==> src/rtl/tdm_pkg.sv <==
`default_nettype none
// +----------------------------------------------------------------------+
// | tdm_pkg : shared FSM encodings and slot constants for tdm_mux_4x1     |
// | Rev 1.0                                                              |
// +----------------------------------------------------------------------+
package tdm_pkg;

   localparam int unsigned c_SLOT_COUNT = 4;
   localparam logic [1:0]  c_LAST_SLOT  = 2'(c_SLOT_COUNT - 1);

   typedef enum logic [1:0] {
      IDLE  = 2'd0,
      RUN   = 2'd1,
      DRAIN = 2'd2
   } state_e;

   function automatic logic [1:0] next_slot(input logic [1:0] slot);
      return (slot == c_LAST_SLOT) ? 2'd0 : slot + 2'd1;
   endfunction

endpackage
`default_nettype wire

==> src/rtl/tdm_hold_reg.sv <==
`default_nettype none
// +----------------------------------------------------------------------+
// | tdm_hold_reg : one-word channel holding register with full flag      |
// | Rev 1.0                                                              |
// +----------------------------------------------------------------------+
module tdm_hold_reg
   import tdm_pkg::*;
#(
   parameter int WIDTH = 8
) (
   input  logic             clk,
   input  logic             rst,
   input  logic             load_i,
   input  logic             drain_i,
   input  logic [WIDTH-1:0] data_i,
   output logic [WIDTH-1:0] data_o,
   output logic             full_o
);

   logic             full_q, full_d;
   logic [WIDTH-1:0] data_q, data_d;

   // A full register ignores loads, so a drain and a load on the same edge
   // resolves to the drain; the new word lands one cycle later.
   always_comb begin
      full_d = full_q;
      data_d = data_q;
      if (full_q) begin
         if (drain_i) begin
            full_d = 1'b0;
         end
      end else if (load_i) begin
         full_d = 1'b1;
         data_d = data_i;
      end
   end

   always_ff @(posedge clk) begin
      if (rst) begin
         full_q <= 1'b0;
         data_q <= '0;
      end else begin
         full_q <= full_d;
         data_q <= data_d;
      end
   end

   assign data_o = data_q;
   assign full_o = full_q;

endmodule
`default_nettype wire

==> src/rtl/tdm_mux_4x1.sv <==
`default_nettype none
// +----------------------------------------------------------------------+
// | tdm_mux_4x1 : four-channel time-division multiplexer, registered out |
// | Rev 1.0                                                              |
// +----------------------------------------------------------------------+
module tdm_mux_4x1
   import tdm_pkg::*;
#(
   parameter int WIDTH = 8,
   parameter int CH    = 4
) (
   input  logic                clk,
   input  logic                rst,
   input  logic                en,
   input  logic [CH*WIDTH-1:0] in_data,
   input  logic [CH-1:0]       in_valid,
   output logic [CH-1:0]       in_ready,
   output logic [WIDTH-1:0]    out_data,
   output logic                out_valid,
   output logic [1:0]          out_slot,
   output logic                frame
);

   state_e           state_q, state_d;
   logic [1:0]       slot_q, slot_d;
   logic [WIDTH-1:0] out_data_q, out_data_d;
   logic             out_valid_q, out_valid_d;
   logic [1:0]       out_slot_q, out_slot_d;
   logic             frame_q, frame_d;

   logic             w_active;
   logic [CH-1:0]    w_full;
   logic [WIDTH-1:0] w_hold [CH];

   assign w_active = (state_q != IDLE);

   generate
      for (genvar k = 0; k < CH; k++) begin : g_ch
         localparam logic [1:0] c_IDX = 2'(k);

         tdm_hold_reg #(
            .WIDTH (WIDTH)
         ) u_hold (
            .clk     (clk),
            .rst     (rst),
            .load_i  (in_valid[k]),
            .drain_i (w_active && (slot_q == c_IDX)),
            .data_i  (in_data[k*WIDTH +: WIDTH]),
            .data_o  (w_hold[k]),
            .full_o  (w_full[k])
         );

         assign in_ready[k] = ~w_full[k];
      end
   endgenerate

   always_ff @(posedge clk) begin
      if (rst) begin
         state_q     <= IDLE;
         slot_q      <= 2'd0;
         out_data_q  <= '0;
         out_valid_q <= 1'b0;
         out_slot_q  <= 2'd0;
         frame_q     <= 1'b0;
      end else begin
         state_q     <= state_d;
         slot_q      <= slot_d;
         out_data_q  <= out_data_d;
         out_valid_q <= out_valid_d;
         out_slot_q  <= out_slot_d;
         frame_q     <= frame_d;
      end
   end

   // Dropping en only ends the run at a frame boundary; a partial frame
   // always finishes through slot 3 first.
   always_comb begin
      state_d = state_q;
      slot_d  = slot_q;
      case (state_q)
         IDLE: begin
            slot_d = 2'd0;
            if (en) begin
               state_d = RUN;
            end
         end
         RUN: begin
            slot_d = next_slot(slot_q);
            if (!en) begin
               state_d = (slot_q == c_LAST_SLOT) ? IDLE : DRAIN;
            end
         end
         DRAIN: begin
            slot_d = next_slot(slot_q);
            if (en) begin
               state_d = RUN;
            end else if (slot_q == c_LAST_SLOT) begin
               state_d = IDLE;
            end
         end
         default: begin
            state_d = IDLE;
            slot_d  = 2'd0;
         end
      endcase
   end

   always_comb begin
      out_data_d  = '0;
      out_valid_d = 1'b0;
      out_slot_d  = 2'd0;
      frame_d     = 1'b0;
      if (w_active) begin
         out_slot_d = slot_q;
         frame_d    = (slot_q == 2'd0);
         if (w_full[slot_q]) begin
            out_valid_d = 1'b1;
            out_data_d  = w_hold[slot_q];
         end
      end
   end

   assign out_data  = out_data_q;
   assign out_valid = out_valid_q;
   assign out_slot  = out_slot_q;
   assign frame     = frame_q;

endmodule
`default_nettype wire

==> config.mk <==
export PLATFORM = sky130hd
export DESIGN_NAME = tdm_mux_4x1
export DESIGN_NICKNAME = d
export VERILOG_FILES = /design/src/rtl/tdm_pkg.sv /design/src/rtl/tdm_hold_reg.sv /design/src/rtl/tdm_mux_4x1.sv
export SDC_FILE = /design/constraint.sdc
export NUM_CORES = 1
export LEC_CHECK = 0
export CAP_MARGIN = 20
export CORE_MARGIN = 2
export CORE_UTILIZATION = 50
export CTS_CLUSTER_DIAMETER = 50
export DETAILED_ROUTE_END_ITERATION = 10
export PLACE_DENSITY_LB_ADDON = 0.12
export SKIP_CTS_REPAIR_TIMING = 1
export SYNTH_ARGS = -nofsm -noshare
export SYNTH_HDL_FRONTEND = slang
export SYNTH_SLANG_ARGS = --single-unit
==> constraint.sdc <==
create_clock -name clk -period 4.1 [get_ports clk]
set_clock_uncertainty 0.05 [all_clocks]
set_input_delay 0.82 -clock clk [delete_from_list [all_inputs] [get_ports clk]]
set_output_delay 0.82 -clock clk [all_outputs]
set_load 0.02 [all_outputs]
==> results of run 1 <==
==> how the worst max path moves through the flow <==
stage	slack [ns]	end	start
final	1.81	out_data[6]	rst
after detailed placement	1.46	out_data[0]	rst
after CTS	1.79	out_data[6]	rst
after global routing	1.68	out_data[3]	rst
after floorplan	2.44	out_data[0]	rst
after global placement	1.50	out_data[0]	rst
==> area by class of cell <==
cell class	count	area, sq um	area share (%)
well taps	50	62.56	2.233
inverters	14	52.55	1.876
multi-input cells	157	1003	35.82
clock inverters	1	7.507	0.2680
repair buffers	55	548.0	19.56
flip-flops and latches	52	1041	37.16
clock buffers	7	86.33	3.082
==> routing by layer <==
layer,GRT usage (%),wire (um),up-vias
li1,-,-,874
met1,26.36,1987,771
met2,30.90,1996,69
met3,4.506,382,7
met4,6.410,67,0
met5,0,0,-
==> cell usage in the layout (no fill, tap or decap), types with 2 or more instances in the layout <==
master / n
a21oi_1: 38
a221o_1: 2
clkbuf_8: 6
clkdlybuf4s50_1: 54
dfxtp_1: 52
ha_1: 10
inv_1: 14
mux4_2: 8
nand2_1: 65
nand2b_1: 6
nor2b_1: 12
nor3_1: 3
o21ai_0: 5
==> flip-flops by register name, summed over array words and instances, names as in the netlist <==
register	cells
out_valid	1
out_slot	2
g_ch.u_hold.data_o	32
state_q	2
out_data	8
slot_q	2
g_ch.u_hold.full_o	4
frame	1
==> Yosys cell counts, types with 3 or more instances <==
| master | number | area, sq um |
|---|---|---|
| nor3_1 | 3 | 15.01 |
| nand2_1 | 65 | 244.0 |
| o21ai_0 | 5 | 25.02 |
| inv_1 | 14 | 52.55 |
| buf_1 | 3 | 11.26 |
| dfxtp_1 | 52 | 1041 |
| nand2b_1 | 6 | 37.54 |
| mux4_2 | 8 | 180.2 |
| nor2b_1 | 12 | 75.07 |
| a21oi_1 | 38 | 190.2 |
| ha_1 | 10 | 125.1 |
| clkbuf_1 | 10 | 37.54 |
==> through the flow <==
| stage | cell area, sq um | power [mW] | std cells | setup WS (ns) |
|---|---|---|---|---|
| 6_report | 2801 | 1.007 | 336 | 1.806 |
| 3_3_place_gp | 2708 | 0.7189 | 328 | 1.498 |
| 3_5_place_dp | 2708 | 0.7229 | 328 | 1.460 |
| 4_1_cts | 2801 | 1.010 | 336 | 1.786 |
| 5_1_grt | 2801 | 1.052 | 336 | 1.679 |
| 2_1_floorplan | 2162 | 0.6541 | 238 | 2.439 |
==> worst reg2reg max path, cell delays in order (launching register included) <==
cell	delay, ns
dfxtp_1	0.82
mux2_2	0.44
a22oi_4	0.29
nor2b_1	0.09
==> logic make-up (layout without fill, tap and decap cells) <==
| group | count (synthesis) | after routing | share of synthesized area [%] |
|---|---|---|---|
| adder cells (fa/ha/maj) | 10 | 10 | 5.787 |
| AO/OA/AOI/OAI | 46 | 46 | 11.86 |
| flip-flops | 52 | 52 | 48.15 |
| multiplexers | 10 | 10 | 9.548 |
| AND/OR/NAND/NOR | 91 | 91 | 19.21 |
| buffers and inverters | 29 | 77 | 5.440 |
==> power breakdown <==
part | switching (mW) | leakage (nW) | total [mW] | internal (mW)
clock | 0.159 | 0.0445 | 0.297 | 0.137
sequential | 0.0240 | 0.426 | 0.557 | 0.533
combinational | 0.0699 | 0.599 | 0.154 | 0.0839
==> flow_results.xml, run 1 <==
<?xml version="1.0" encoding="UTF-8"?>
<metrics>
  <group name="setup_path">
    <metric name="reg2reg_to" unit="">out_data[6]</metric>
    <metric name="worst_r2r_path_depth" unit="">3</metric>
    <metric name="critical_path.cell_chain" unit="">clkdlybuf4s50_1, nor3_1, a22oi_4, nor2b_1</metric>
    <metric name="cp_num_buf_inv" unit="">1</metric>
    <metric name="worst_endpoint_data_arrival_time" unit="ns">2.43</metric>
    <metric name="crit_type" unit="">in2reg</metric>
    <metric name="setup.worst_path.end_class" unit="">flip-flop</metric>
    <metric name="cell_family_with_most_cp_delay" unit="">buffers and inverters</metric>
    <metric name="timing.critical_path.depth" unit="">4</metric>
    <metric name="regToRegStartpoint" unit="">slot_q[1]</metric>
    <metric name="critPathSlowestCell" unit="">clkdlybuf4s50_1</metric>
    <metric name="path_max_fanout" unit="">22</metric>
    <metric name="worst-endpoint-required" unit="ns">4.23</metric>
    <metric name="critical-path-max-stage-delay" unit="ns">0.98</metric>
    <metric name="worst-r2r-setup-slack" unit="ns">2.28</metric>
    <metric name="worstSetupStartpointType" unit="">input port</metric>
  </group>
  <group name="final_layout">
    <metric name="areaGrowthSynthToFinish" unit="%">29.57</metric>
    <metric name="nets" unit="">334</metric>
    <metric name="layout.filler_cells" unit="">333</metric>
    <metric name="drive_above_1_share" unit="%">6.993</metric>
    <metric name="final_core_utilization" unit="%">68.55</metric>
    <metric name="num_antenna_cells" unit="">0</metric>
  </group>
  <group name="die">
    <metric name="die-area" unit="sq um">4866</metric>
    <metric name="die_w" unit="um">69.76</metric>
    <metric name="initial_core_util" unit="%">52.91</metric>
    <metric name="rows" unit="">23</metric>
    <metric name="ios" unit="">55</metric>
    <metric name="die-height" unit="um">69.76</metric>
    <metric name="core_area" unit="sq um">4086</metric>
  </group>
  <group name="route">
    <metric name="ant_nets" unit="">0</metric>
    <metric name="first_iter_violations" unit="">84</metric>
    <metric name="wl_per_cell" unit="um">13.20</metric>
    <metric name="drt_pre_antenna_iters" unit="">6</metric>
    <metric name="route.detailed.vias_per_inst" unit="">5.122</metric>
    <metric name="route.detailed.drc" unit="">0</metric>
    <metric name="via_count" unit="">1721</metric>
    <metric name="wl" unit="um">4434</metric>
  </group>
  <group name="clock_network">
    <metric name="cts_root_buffer" unit="">clkbuf_8</metric>
    <metric name="cts_tree" unit="">built</metric>
    <metric name="htree_num_levels" unit="">2</metric>
    <metric name="cts_made_buffers" unit="">5</metric>
    <metric name="clock_sink_count" unit="">52</metric>
    <metric name="cts.reportedPaths.clkPinSlew" unit="ns">0.09</metric>
    <metric name="clkLatencyLatePin" unit="ns">0.30</metric>
    <metric name="cts-root-to-sink-buffers" unit="">2</metric>
  </group>
  <group name="sta">
    <metric name="report.final.slew_viol_count" unit="">0</metric>
    <metric name="tns" unit="ns">0</metric>
    <metric name="fmax" unit="GHz">0.4359</metric>
    <metric name="total_setup_violations_reported_at_the_end_of_the_flow" unit="">0</metric>
    <metric name="slew_headroom" unit="%">47.51</metric>
    <metric name="final-hold-violation-count" unit="">0</metric>
    <metric name="post-route-period-util" unit="%">55.95</metric>
    <metric name="grt_setup_unrepaired" unit="">no</metric>
    <metric name="holdWs" unit="ns">0.4092</metric>
    <metric name="min_period" unit="ns">2.294</metric>
    <metric name="worst-slew-pin-transition" unit="ns">0.7849</metric>
  </group>
  <group name="status">
    <metric name="outcome" unit="">finished clean</metric>
  </group>
  <group name="min_path">
    <metric name="hold_depth" unit="">2</metric>
    <metric name="hold_path.startpoint" unit="">g_ch[2].u_hold.data_o[7]</metric>
    <metric name="worst_hold_path_endpoint" unit="">g_ch[2].u_hold.data_o[7]</metric>
    <metric name="hp-class" unit="">reg2reg</metric>
  </group>
  <group name="placed_design">
    <metric name="placement.io_buffers" unit="">54</metric>
    <metric name="post_detail_place_hpwl" unit="um">3407</metric>
    <metric name="gpl.final_weighted_congestion" unit="">0.7541</metric>
  </group>
  <group name="power_and_ir_drop">
    <metric name="power_density" unit="nW/um^2">359.5</metric>
    <metric name="power.ir.vdd_worst" unit="mV">0.2784</metric>
    <metric name="total_leakage_power" unit="nW">1.069</metric>
  </group>
  <group name="yosys">
    <metric name="yosys_warnings" unit="">0</metric>
    <metric name="async_flop_share" unit="%">0</metric>
    <metric name="post_synth_inst_count" unit="">238</metric>
    <metric name="ys.flop_type" unit="">dfxtp_1</metric>
    <metric name="mappedNetlistArea" unit="sq um">2162</metric>
    <metric name="synth.yosys.seq_area_share" unit="%">48.15</metric>
    <metric name="synth-edff-count" unit="">0</metric>
    <metric name="number_of_unique_standard_cell_types_used_by_synthesis" unit="">23</metric>
    <metric name="ys_seq_elements" unit="">52</metric>
    <metric name="post_synth.cell_area_avg" unit="sq um">9.084</metric>
    <metric name="syn_nets" unit="">287</metric>
  </group>
  <group name="global_route">
    <metric name="antenna_found_initial" unit="">0</metric>
    <metric name="first_pass_grt_wire_length" unit="um">7645</metric>
    <metric name="grt.total_usage" unit="%">19.51</metric>
    <metric name="grt_start_max_net_pins" unit="">24</metric>
    <metric name="overflow" unit="">0</metric>
    <metric name="first_global_vias" unit="">1676</metric>
  </group>
  <group name="flow_run">
    <metric name="timing.max_cap.violations" unit="">0</metric>
  </group>
</metrics>
(Power assumes the default switching activity.)
==> run 2: changes to the inputs <==
--- a/config.mk
+++ b/config.mk
@@ -7,7 +7,7 @@
 export LEC_CHECK = 0
 export CAP_MARGIN = 20
 export CORE_MARGIN = 2
-export CORE_UTILIZATION = 50
+export CORE_UTILIZATION = 43
 export CTS_CLUSTER_DIAMETER = 50
 export DETAILED_ROUTE_END_ITERATION = 10
 export PLACE_DENSITY_LB_ADDON = 0.12
==> constraint.sdc (replaced) <==
create_clock -name clk -period 1.87 [get_ports clk]
set_clock_uncertainty 0.05 [all_clocks]
set_input_delay 0.374 -clock clk [delete_from_list [all_inputs] [get_ports clk]]
set_output_delay 0.374 -clock clk [all_outputs]
set_load 0.02 [all_outputs]
==> run 2 against run 1 <==
Effect of this change:
- final cell count rose by 7.4%
- sequential power up 120%
- worst setup slack worse by 1.7 ns
- critical path depth down 2
- critical endpoint is now in_ready[0]
- largest cell class unchanged
- highest routed layer unchanged
==> flow_results.xml, run 2 (synthesis results as in run 1) <==
<?xml version="1.0" encoding="UTF-8"?>
<metrics>
  <group name="sta">
    <metric name="grt_setup_unrepaired" unit="">no</metric>
    <metric name="worst-slew-pin-transition" unit="ns">0.4671</metric>
    <metric name="total_setup_violations_reported_at_the_end_of_the_flow" unit="">0</metric>
    <metric name="tns" unit="ns">0</metric>
    <metric name="min_period" unit="ns">1.736</metric>
    <metric name="fmax" unit="GHz">0.5759</metric>
    <metric name="setup_slack" unit="ns">0.1335</metric>
    <metric name="post-route-period-util" unit="%">92.86</metric>
    <metric name="final-hold-violation-count" unit="">0</metric>
    <metric name="report.final.slew_viol_count" unit="">0</metric>
    <metric name="slew_headroom" unit="%">68.80</metric>
  </group>
  <group name="setup_path">
    <metric name="path_max_fanout" unit="">5</metric>
    <metric name="cp_num_buf_inv" unit="">2</metric>
    <metric name="worstSetupStartpointType" unit="">flip-flop</metric>
    <metric name="worst_endpoint_data_arrival_time" unit="ns">1.31</metric>
    <metric name="crit_type" unit="">reg2out</metric>
    <metric name="setup.worst_path.end_class" unit="">output port</metric>
    <metric name="cell_family_with_most_cp_delay" unit="">buffers and inverters</metric>
    <metric name="critical-path-max-stage-delay" unit="ns">0.59</metric>
    <metric name="critical_path.cell_chain" unit="">inv_1, clkdlybuf4s50_1</metric>
    <metric name="critPathSlowestCell" unit="">clkdlybuf4s50_1</metric>
    <metric name="worst-endpoint-required" unit="ns">1.45</metric>
  </group>
  <group name="die">
    <metric name="die-height" unit="um">74.91</metric>
    <metric name="initial_core_util" unit="%">45.18</metric>
    <metric name="core_area" unit="sq um">4786</metric>
    <metric name="die-area" unit="sq um">5612</metric>
    <metric name="die_w" unit="um">74.91</metric>
    <metric name="ios" unit="">55</metric>
    <metric name="rows" unit="">25</metric>
  </group>
  <group name="final_layout">
    <metric name="multiInputGateArea" unit="sq um">1003</metric>
    <metric name="final-seq-area" unit="sq um">1041</metric>
    <metric name="num_antenna_cells" unit="">0</metric>
    <metric name="drive_above_1_share" unit="%">9.864</metric>
    <metric name="nets" unit="">342</metric>
    <metric name="layout.filler_cells" unit="">439</metric>
    <metric name="final_common_cell" unit="">nand2_1</metric>
    <metric name="final_core_utilization" unit="%">60.92</metric>
    <metric name="areaGrowthSynthToFinish" unit="%">34.84</metric>
    <metric name="final_cell_mix" unit="">nand2_1, clkdlybuf4s50_1, dfxtp_1</metric>
    <metric name="largest_register_ffs" unit="">32</metric>
  </group>
  <group name="clock_network">
    <metric name="cts-root-to-sink-buffers" unit="">2</metric>
    <metric name="clock_sink_count" unit="">52</metric>
    <metric name="clkLatencyLatePin" unit="ns">0.30</metric>
    <metric name="cts_made_buffers" unit="">5</metric>
    <metric name="cts_root_buffer" unit="">clkbuf_8</metric>
    <metric name="cts_tree" unit="">built</metric>
    <metric name="htree_num_levels" unit="">2</metric>
    <metric name="cts.reportedPaths.clkPinSlew" unit="ns">0.09</metric>
  </group>
  <group name="route">
    <metric name="route.detailed.drc" unit="">0</metric>
    <metric name="ant_nets" unit="">0</metric>
    <metric name="wl" unit="um">4751</metric>
    <metric name="drt_pre_antenna_iters" unit="">4</metric>
    <metric name="first_iter_violations" unit="">98</metric>
    <metric name="wl_per_cell" unit="um">13.16</metric>
    <metric name="route.detailed.vias_per_inst" unit="">4.731</metric>
    <metric name="via_count" unit="">1708</metric>
  </group>
  <group name="power_and_ir_drop">
    <metric name="pwr-share-seq" unit="%">50.3</metric>
    <metric name="pwr-share-clk" unit="%">34.3</metric>
    <metric name="combinationalPowerShare" unit="%">15.4</metric>
    <metric name="total_leakage_power" unit="nW">1.130</metric>
    <metric name="power_density" unit="nW/um^2">826.5</metric>
    <metric name="switchingPower" unit="mW">0.5712</metric>
    <metric name="intPower" unit="mW">1.838</metric>
    <metric name="sw_frac_of_total" unit="%">23.71</metric>
    <metric name="power.ir.vdd_worst" unit="mV">0.4018</metric>
  </group>
  <group name="global_route">
    <metric name="first_pass_grt_wire_length" unit="um">7672</metric>
    <metric name="grt_start_max_net_pins" unit="">33</metric>
    <metric name="first_global_vias" unit="">1559</metric>
    <metric name="grt.total_usage" unit="%">18.72</metric>
    <metric name="antenna_found_initial" unit="">0</metric>
    <metric name="overflow" unit="">0</metric>
  </group>
  <group name="min_path">
    <metric name="hp-class" unit="">reg2reg</metric>
  </group>
  <group name="placed_design">
    <metric name="placement.io_buffers" unit="">54</metric>
    <metric name="gpl.final_weighted_congestion" unit="">0.7572</metric>
    <metric name="post_detail_place_hpwl" unit="um">3439</metric>
    <metric name="worst_setup_slack_post_dpl" unit="ns">0.1933</metric>
  </group>
  <group name="status">
    <metric name="outcome" unit="">finished clean</metric>
  </group>
  <group name="flow_run">
    <metric name="timing.max_cap.violations" unit="">0</metric>
  </group>
</metrics>
run 2: cell count changes in the layout (fill, tap and decap cells not counted), sizes merged:
cell      previous run  this run
buf                  1         9
bufinv               0         1
clkinvlp             1         0
run 2: final cells by class:
| cell class | instances | share of cell area, % |
|---|---|---|
| sequential | 52 | 35.71 |
| multi-input combinational | 157 | 34.42 |
| tap | 67 | 2.876 |
| inverter | 14 | 1.803 |
| clock inverter | 1 | 1.030 |
| clock buffer | 7 | 3.305 |
| timing repair buffer | 63 | 20.86 |
run 2: path summary, 6_finish.rpt:
check	from	to	slack, ns	cells past startpoint
setup / recovery	g_ch[0].u_hold.full_o	in_ready[0]	0.13	2
setup reg to reg	state_q[0]	out_data[6]	0.33	5
hold / removal	g_ch[2].u_hold.data_o[4]	g_ch[2].u_hold.data_o[4]	0.41	2
hold reg to reg	g_ch[2].u_hold.data_o[4]	g_ch[2].u_hold.data_o[4]	0.41	2
run 2: routing by layer:
layer  global-route usage [%]  routed length, um  part of all wire, %  up-vias
met2                    28.85               2169                   46       40
met3                    4.284                213                  4.5        7
met4                    8.135                 79                  1.7        0
met5                        0                  0                    0        -
met1                    25.32               2289                   48      767
li1                         -                  -                    -      894
run 2: power groups by stage:
stage	registers (mW)	logic, mW	clock network (mW)
after detailed placement	1.24	0.369	0
after global placement	1.24	0.366	0
after global routing	1.22	0.410	0.886
final	1.21	0.370	0.827
after floorplan	1.23	0.208	0
after CTS	1.21	0.372	0.843
run 2: worst reg2reg max path, stage by stage, from the launching register on:
cell and delay, ns:
dfxtp_1 0.34, inv_1 0.13, ha_1 0.34, nor3_1 0.13, a22oi_4 0.36, nor2b_1 0.09
run 2: through the flow:
step                std cells  hold WS [ns]  total power [mW]  instance area [sq um]
floorplan                 238        0.3831             1.434                   2162
detailed placement        353        0.3968             1.607                   2789
finish                    361        0.4090             2.410                   2915
CTS                       361        0.4098             2.427                   2915
global route              361        0.4287             2.517                   2915
global placement          353        0.3889             1.602                   2789
